**config.mk**
```make
export PLATFORM = sky130hd
export DESIGN_NAME = operand_issue_stage
export DESIGN_NICKNAME = d
export VERILOG_FILES = /design/src/rtl/operand_issue_stage.sv
export SDC_FILE = /design/constraint.sdc
export NUM_CORES = 1
export LEC_CHECK = 0
export CAP_MARGIN = 20
export CORE_UTILIZATION = 30
export DETAILED_ROUTE_END_ITERATION = 10
export PLACE_DENSITY_LB_ADDON = 0.25
export SYNTH_ARGS = -nofsm -noshare
export SYNTH_HDL_FRONTEND = slang
export SYNTH_SLANG_ARGS = --single-unit
```
**constraint.sdc**
```tcl
create_clock -name clk -period 5.05 [get_ports clk]
set_input_delay 1.01 -clock clk [delete_from_list [all_inputs] [get_ports clk]]
set_output_delay 1.01 -clock clk [all_outputs]
set_load 0.02 [all_outputs]
```
**src/rtl/operand_issue_stage.sv**
```systemverilog
// Operand-pair issue stage: small FIFO feeding a registered valid/ready output
// toward the 2-operand result stage, with an optional enforced gap between issues.
module operand_issue_stage #(
    parameter int W     = 1,
    parameter int DEPTH = 4,
    parameter int GAP   = 0
) (
    input  logic                         clk,
    input  logic                         rst,
    input  logic                         flush,
    input  logic                         src_valid,
    input  logic [W-1:0]                 src_data1,
    input  logic [W-1:0]                 src_data2,
    output logic                         src_ready,
    output logic                         dst_valid,
    output logic [W-1:0]                 dst_data1,
    output logic [W-1:0]                 dst_data2,
    input  logic                         dst_ready,
    output logic [$clog2(DEPTH+1)-1:0]   level,
    output logic [15:0]                  issued_count
);

    localparam int  AW      = $clog2(DEPTH);
    localparam int  LW      = $clog2(DEPTH + 1);
    localparam int  GW      = (GAP < 1) ? 1 : $clog2(GAP + 1);
    localparam bit  HAS_GAP = (GAP > 0);

    typedef enum logic [1:0] {
        ST_IDLE  = 2'd0,
        ST_ISSUE = 2'd1,
        ST_GAP   = 2'd2
    } state_t;

    state_t              state_q, state_d;
    logic [GW-1:0]       gap_cnt_q, gap_cnt_d;
    logic                vld_d;
    logic                load;
    logic                accept;
    logic                wr;
    logic                full;
    logic                empty;
    logic [AW-1:0]       wr_ptr, rd_ptr;
    logic [W-1:0]        mem1 [DEPTH];
    logic [W-1:0]        mem2 [DEPTH];

    assign full      = (level == LW'(DEPTH));
    assign empty     = (level == '0);
    assign src_ready = !full;
    assign wr        = src_valid && src_ready && !flush;

    always_comb begin
        state_d   = state_q;
        gap_cnt_d = gap_cnt_q;
        vld_d     = dst_valid;
        load      = 1'b0;
        accept    = 1'b0;
        case (state_q)
            ST_IDLE: begin
                if (!empty) begin
                    load    = 1'b1;
                    vld_d   = 1'b1;
                    state_d = ST_ISSUE;
                end
            end
            ST_ISSUE: begin
                if (dst_ready) begin
                    accept = 1'b1;
                    if (HAS_GAP) begin
                        vld_d     = 1'b0;
                        gap_cnt_d = GW'(GAP);
                        state_d   = ST_GAP;
                    end else if (!empty) begin
                        load = 1'b1;
                    end else begin
                        vld_d   = 1'b0;
                        state_d = ST_IDLE;
                    end
                end
            end
            ST_GAP: begin
                if (gap_cnt_q <= GW'(1)) begin
                    gap_cnt_d = '0;
                    state_d   = ST_IDLE;
                end else begin
                    gap_cnt_d = gap_cnt_q - GW'(1);
                end
            end
            default: state_d = ST_IDLE;
        endcase
        // flush overrides everything except reset; the accept is not counted
        if (flush) begin
            state_d   = ST_IDLE;
            gap_cnt_d = '0;
            vld_d     = 1'b0;
            load      = 1'b0;
            accept    = 1'b0;
        end
    end

    always_ff @(posedge clk or posedge rst) begin
        if (rst) begin
            state_q      <= ST_IDLE;
            gap_cnt_q    <= '0;
            dst_valid    <= 1'b0;
            issued_count <= '0;
        end else begin
            state_q   <= state_d;
            gap_cnt_q <= gap_cnt_d;
            dst_valid <= vld_d;
            if (accept)
                issued_count <= issued_count + 16'd1;
        end
    end

    always_ff @(posedge clk or posedge rst) begin
        if (rst) begin
            wr_ptr <= '0;
            rd_ptr <= '0;
            level  <= '0;
        end else if (flush) begin
            wr_ptr <= '0;
            rd_ptr <= '0;
            level  <= '0;
        end else begin
            if (wr)
                wr_ptr <= wr_ptr + AW'(1);
            if (load)
                rd_ptr <= rd_ptr + AW'(1);
            case ({wr, load})
                2'b10:   level <= level + LW'(1);
                2'b01:   level <= level - LW'(1);
                default: level <= level;
            endcase
        end
    end

    // Storage array carries data only, so it needs no reset
    always_ff @(posedge clk) begin
        if (wr) begin
            mem1[wr_ptr] <= src_data1;
            mem2[wr_ptr] <= src_data2;
        end
    end

    always_ff @(posedge clk or posedge rst) begin
        if (rst) begin
            dst_data1 <= '0;
            dst_data2 <= '0;
        end else if (load) begin
            dst_data1 <= mem1[rd_ptr];
            dst_data2 <= mem2[rd_ptr];
        end
    end

endmodule

```
==> flow_summary.json, run 1 <==
{
  "min_period_over_period_pct": 67.59,
  "fp.dieH_um": 76.40,
  "num_vias": 1121,
  "coreArea_mm2": 0.005205,
  "firstDrtPassIters": 3,
  "grt_overflow": 0,
  "cts.sinks": 34,
  "grt_pass1_vias": 1116,
  "skew_ns": 0.004313,
  "ys_warn_count": 0,
  "comb_power_share_pct": 31.8,
  "fp-row-count": 26,
  "detail_route.iter0.violations": 20,
  "p_clk_share_pct": 26.9,
  "crit_start": "dst_ready",
  "port_buffers": 29,
  "final_cells": 238,
  "critPathArrivalTime_ns": 3.61,
  "r2r_end": "level[2]",
  "path_class": "input port to flop",
  "dp.cells": 229,
  "insertion_delay_ns": 0.28,
  "grt_max_degree": 27,
  "max_clock_freq_mhz": 293.0,
  "die_area_mm2": 0.005836,
  "fin_setup_tns_ns": 0,
  "die_w_um": 76.40,
  "finalSetupViolCount": 0,
  "root_buffer": "clkbuf_8",
  "via_per_inst": 4.710,
  "period_minus_slack_ns": 3.413,
  "ys_seq_area_share_pct": 53.65,
  "area_growth_pct": 29.01,
  "rr_startpoint": "dst_valid",
  "post_cts_buffers": 0,
  "multi_input_area_um2": 725.7,
  "layout.nets": 180,
  "cts.hold.buffers_added": 0,
  "h-tree-depth": 2,
  "r2r_cells": 7,
  "grt_pass1_wl_mm": 5.181,
  "worst_pin_slew_ns": 0.5667,
  "switching_share_pct": 32.18,
  "grt_use_total_pct": 11.60,
  "min_path_type": "flop to flop",
  "clk_pin_slew_worst_paths_ns": 0.07,
  "syn_area_per_cell_um2": 12.39,
  "status": "complete, no violations",
  "power.density_mw_per_mm2": 430.2,
  "power_leakage_nw": 0.8681,
  "drc": 0,
  "cts-resized-gates": 0,
  "initial_utilization_pct": 31.90,
  "final-seq-area_um2": 890.9,
  "ir_drop_mv": 0.1580,
  "r2r_slack_ns": 2.40,
  "worstPathMaxFanout": 8,
  "rsz0062_at_grt": "no",
  "hold_viol": 0,
  "cts_buffers": 5,
  "wirelength_mm": 3.044,
  "synth_nets": 147,
  "drv_slew": 0,
  "power_report.internal_total_w": 0.0006250,
  "io_pins": 30,
  "cp-end-kind": "flop",
  "cts_tree": "yes",
  "drive_gt1_share_pct": 13.69,
  "antenna_found_initial": 0,
  "routedWlPerCell_um": 12.79,
  "ant_nets": 0,
  "antenna-diode-count": 0,
  "dp_hpwl_mm": 2.328,
  "globalplace.congestion": 0.7223,
  "netlist-cell-type-count": 37,
  "pwr-share-seq_pct": 41.3,
  "critPathSlowestCell": "or4_1",
  "relSlewSlack_pct": 62.14,
  "cp_data_required_time_ns": 5.25,
  "synth_seq_cells": 34,
  "crit_chain": "clkdlybuf4s50_1 -> nor2b_1 -> nor3_1 -> and2_1 -> fa_1 -> or4_1 -> a21o_1 -> a31oi_1",
  "synth_area_mm2": 0.001660,
  "p_sw_w": 0.0002965,
  "max_cap_violations": 0,
  "crit_end": "level[2]",
  "cts_buffer_depth": 2,
  "max_stage_delay_ns": 0.53,
  "nFillCells": 517,
  "cp-start-kind": "input port",
  "syn_inst": 134
}
-- worst min path at each step --
stage,from,to,slack [ns],cells past startpoint
floorplan,wr_ptr[1],wr_ptr[1],0.54,2
global placement,issued_count[15],issued_count[15],0.46,1
detailed placement,issued_count[15],issued_count[15],0.47,1
CTS,issued_count[15],issued_count[15],0.47,1
global route,issued_count[15],issued_count[15],0.51,1
finish,issued_count[15],issued_count[15],0.47,1
-- stage by stage --
stage / hold slack, ns / power (W) / instance area, um2 / worst slack [ns] / util, %
6_report: 0.4719 / 0.0009215 / 2142 / 1.637 / 41.15
5_1_grt: 0.5079 / 0.0009754 / 2142 / 1.473 / 41.15
4_1_cts: 0.4749 / 0.0009365 / 2127 / 1.650 / 40.87
3_5_place_dp: 0.4651 / 0.0006830 / 2013 / 1.365 / 38.68
3_3_place_gp: 0.4588 / 0.0006723 / 2013 / 1.477 / 38.68
2_1_floorplan: 0.5425 / 0.0005699 / 1660 / 2.274 / -
-- metal layers --
layer,share of wire [%],up-vias,routed length (um),GRT usage (%)
met5,0,-,0,0
met4,1.0,0,31,5.769
met3,5.4,4,164,3.832
met2,50,29,1525,19.91
met1,43,554,1322,12.80
li1,-,534,-,-
-- worst max-delay path, delay by kind of cell --
kind / cells / cell delay [ns]
simple gates: 4 / 1.40
fa+ha+maj: 1 / 0.42
buf+inv: 1 / 0.46
compound gates: 2 / 0.31
-- cells in the final DEF, fill, tap and decap left out, drive strengths merged, types with 6 or more instances in the layout --
master,instances
clkdlybuf4s50,29
dfrtp,26
xnor2,14
nor2,10
nand3,9
edfxtp,8
xor2,6
and2,6
nand2,6
-- power by group through the flow --
stage               Sequential [W]  Combinational [W]  Clock [W]
global route              0.000390           0.000319   0.000267
finish                    0.000380           0.000293   0.000248
global placement          0.000385           0.000288          0
floorplan                 0.000417           0.000153          0
CTS                       0.000382           0.000297   0.000258
detailed placement        0.000388           0.000295          0
-- flip-flops by register name (all words and copies together), names as in the netlist --
name / cells
issued_count: 16
mem1: 4
mem2: 4
level: 3
rd_ptr: 2
wr_ptr: 2
dst_data1: 1
dst_data2: 1
dst_valid: 1
-- area by class of cell --
class,count,share of cell area (%)
timing repair buffer,30,14.25
clock inverter,3,2.103
tap,70,4.089
inverter,5,0.8762
multi-input combinational,91,33.88
sequential,34,41.59
clock buffer,5,3.213
-- cells in the mapped netlist --
master / instances / area, um2
xnor2_1: 14 / 122.6
nor4_2: 1 / 12.51
xor2_1: 6 / 52.55
a21oi_1: 3 / 15.01
nor2b_1: 2 / 12.51
a31oi_1: 1 / 6.260
nor3b_1: 1 / 7.510
nor3_2: 3 / 30.03
clkbuf_1: 1 / 3.750
nor2_2: 1 / 6.260
nand2_4: 1 / 11.26
or3b_4: 1 / 11.26
nand2_1: 5 / 18.77
and2_1: 6 / 37.54
buf_2: 2 / 10.01
nand4_1: 2 / 12.51
nand3_1: 9 / 45.04
or4_1: 1 / 7.510
nor3_1: 1 / 5.000
mux4_2: 2 / 45.04
mux2_2: 4 / 45.04
ha_1: 5 / 62.56
nor2_1: 9 / 33.78
nand3b_1: 2 / 15.01
and4b_1: 1 / 10.01
nand4b_1: 2 / 17.52
fa_1: 1 / 20.02
inv_1: 5 / 18.77
edfxtp_1: 8 / 240.2
and4_1: 2 / 17.52
or4b_1: 1 / 10.01
and3_1: 1 / 6.260
a21o_1: 1 / 7.510
dfrtp_1: 26 / 650.6
o311ai_0: 1 / 8.760
nand4_2: 1 / 12.51
buf_6: 1 / 11.26
-- logic make-up after synthesis --
kind of cell    count (synthesis)  synth area share [%]
flops                          34                 53.65
xor+xnor                       20                 10.55
simple gates                   53                 20.50
buf+inv                         9                 2.637
mux                             6                 5.425
fa+ha+maj                       6                 4.974
compound gates                  6                 2.261
(Power assumes the default switching activity.)
==> run 2: changes to the inputs <==
clock period = 2.9 ns   (was 5.05 ns; I/O delays follow)
==> flow_summary.json, run 2 (synthesis results as in run 1) <==
{
  "grt_pass1_wl_mm": 5.271,
  "fp.dieH_um": 76.40,
  "layout_common_cells": "clkdlybuf4s50_1, dfrtp_1, xnor2_1, nand3_1, nor2_1",
  "routedWlPerCell_um": 12.12,
  "power_leakage_nw": 0.8835,
  "p_clk_share_pct": 22.9,
  "antenna_found_initial": 0,
  "final_common_cell": "clkdlybuf4s50_1",
  "fin_setup_tns_ns": 0,
  "worst_pin_slew_ns": 0.3073,
  "regMostFlops": "issued_count",
  "coreArea_mm2": 0.005205,
  "final-seq-area_um2": 890.9,
  "finalPower_w": 0.001536,
  "antenna-diode-count": 0,
  "cp-start-kind": "input port",
  "cts_buffers": 5,
  "period_minus_slack_ns": 2.533,
  "worstPathMaxFanout": 4,
  "min_path_type": "flop to flop",
  "critPathArrivalTime_ns": 2.74,
  "drive_gt1_share_pct": 15.12,
  "area_growth_pct": 29.01,
  "cts.sinks": 34,
  "initial_utilization_pct": 31.90,
  "top_regs": "issued_count x16, mem1 x4, mem2 x4",
  "port_buffers": 29,
  "die_w_um": 76.40,
  "insertion_delay_ns": 0.28,
  "clk_pin_slew_worst_paths_ns": 0.07,
  "status": "complete, no violations",
  "min_period_over_period_pct": 87.34,
  "num_vias": 1130,
  "power_report.internal_total_w": 0.001036,
  "placed_cell_area_mm2": 0.002051,
  "grt_use_total_pct": 11.37,
  "largest_reg_flops": 16,
  "post_cts_buffers": 0,
  "fp-row-count": 26,
  "cts_tree": "yes",
  "stdcell_area_mm2": 0.002142,
  "cp-end-kind": "flop",
  "firstDrtPassIters": 4,
  "root_buffer": "clkbuf_8",
  "max_clock_freq_mhz": 394.8,
  "nFillCells": 502,
  "io_pins": 30,
  "grt_max_degree": 27,
  "comb_power_share_pct": 34.0,
  "pwr-share-seq_pct": 43.1,
  "wirelength_mm": 2.934,
  "die_area_mm2": 0.005836,
  "cts.hold.buffers_added": 0,
  "path_class": "input port to flop",
  "power.density_mw_per_mm2": 717.1,
  "h-tree-depth": 2,
  "ir_drop_mv": 0.4247,
  "multi_input_area_um2": 725.7,
  "post-route-util_pct": 41.15,
  "grt_pass1_vias": 1174,
  "max_cap_violations": 0,
  "rsz0062_at_grt": "no",
  "finalSetupViolCount": 0,
  "layout.nets": 184,
  "grt_overflow": 0,
  "p_sw_w": 0.0004999,
  "dp_hpwl_mm": 2.156,
  "cts-resized-gates": 0,
  "relSlewSlack_pct": 79.25,
  "hold_viol": 0,
  "switching_share_pct": 32.55,
  "drc": 0,
  "cts_buffer_depth": 2,
  "globalplace.congestion": 0.7577,
  "drv_slew": 0,
  "skew_ns": 0.003804,
  "via_per_inst": 4.669,
  "ant_nets": 0,
  "cp_data_required_time_ns": 3.10,
  "fin_ws_ns": 0.3671,
  "post-place-ws_ns": 0.07361,
  "detail_route.iter0.violations": 26
}
## run 2: final timing paths
check                                   end  depth (start not counted)              from  slack (ns)
setup reg to reg                   level[2]                          7          level[1]        0.53
min in group asynchronous   issued_count[5]                          3               rst        0.66
hold / removal             issued_count[15]                          1  issued_count[15]        0.48
setup / recovery                   level[2]                          8         dst_ready        0.37
hold reg to reg            issued_count[15]                          1  issued_count[15]        0.48
max in group asynchronous         wr_ptr[0]                          3               rst        1.99
## run 2: cell type report
cell class,instances,area share [%]
Tap cell,70,4.089
Sequential cell,34,41.59
Timing Repair Buffer,34,15.30
Multi-Input combinational cell,91,33.88
Inverter,5,0.8762
Clock buffer,7,4.030
Clock inverter,1,0.2336
## run 2: power by group through the flow
stage / Combinational (W) / Clock [W] / Sequential, W
2_1_floorplan: 0.000267 / 0 / 0.000726
3_3_place_gp: 0.000518 / 0 / 0.000669
3_5_place_dp: 0.000527 / 0 / 0.000671
4_1_cts: 0.000528 / 0.000365 / 0.000663
5_1_grt: 0.000573 / 0.000381 / 0.000678
6_report: 0.000522 / 0.000352 / 0.000662
## run 2: critical path, stage by stage
cell             delay, ns
clkdlybuf4s50_1       0.46
nor2b_1               0.17
nor3_1                0.09
and2_1                0.18
fa_1                  0.41
or4_1                 0.54
a21o_1                0.19
a31oi_1               0.12
## run 2: per-layer routing
metal	up-vias	global-route usage, %	routed length (um)
met5	-	0	0
met4	0	5.192	42
met3	5	3.353	125
met2	28	19.01	1434
met1	555	13.42	1332
li1	542	-	-
## run 2: stage by stage
step	hold slack (ns)	std cells
detailed placement	0.4703	234
global route	0.5290	242
CTS	0.4798	242
finish	0.4762	242
global placement	0.4574	234
floorplan	0.5425	134
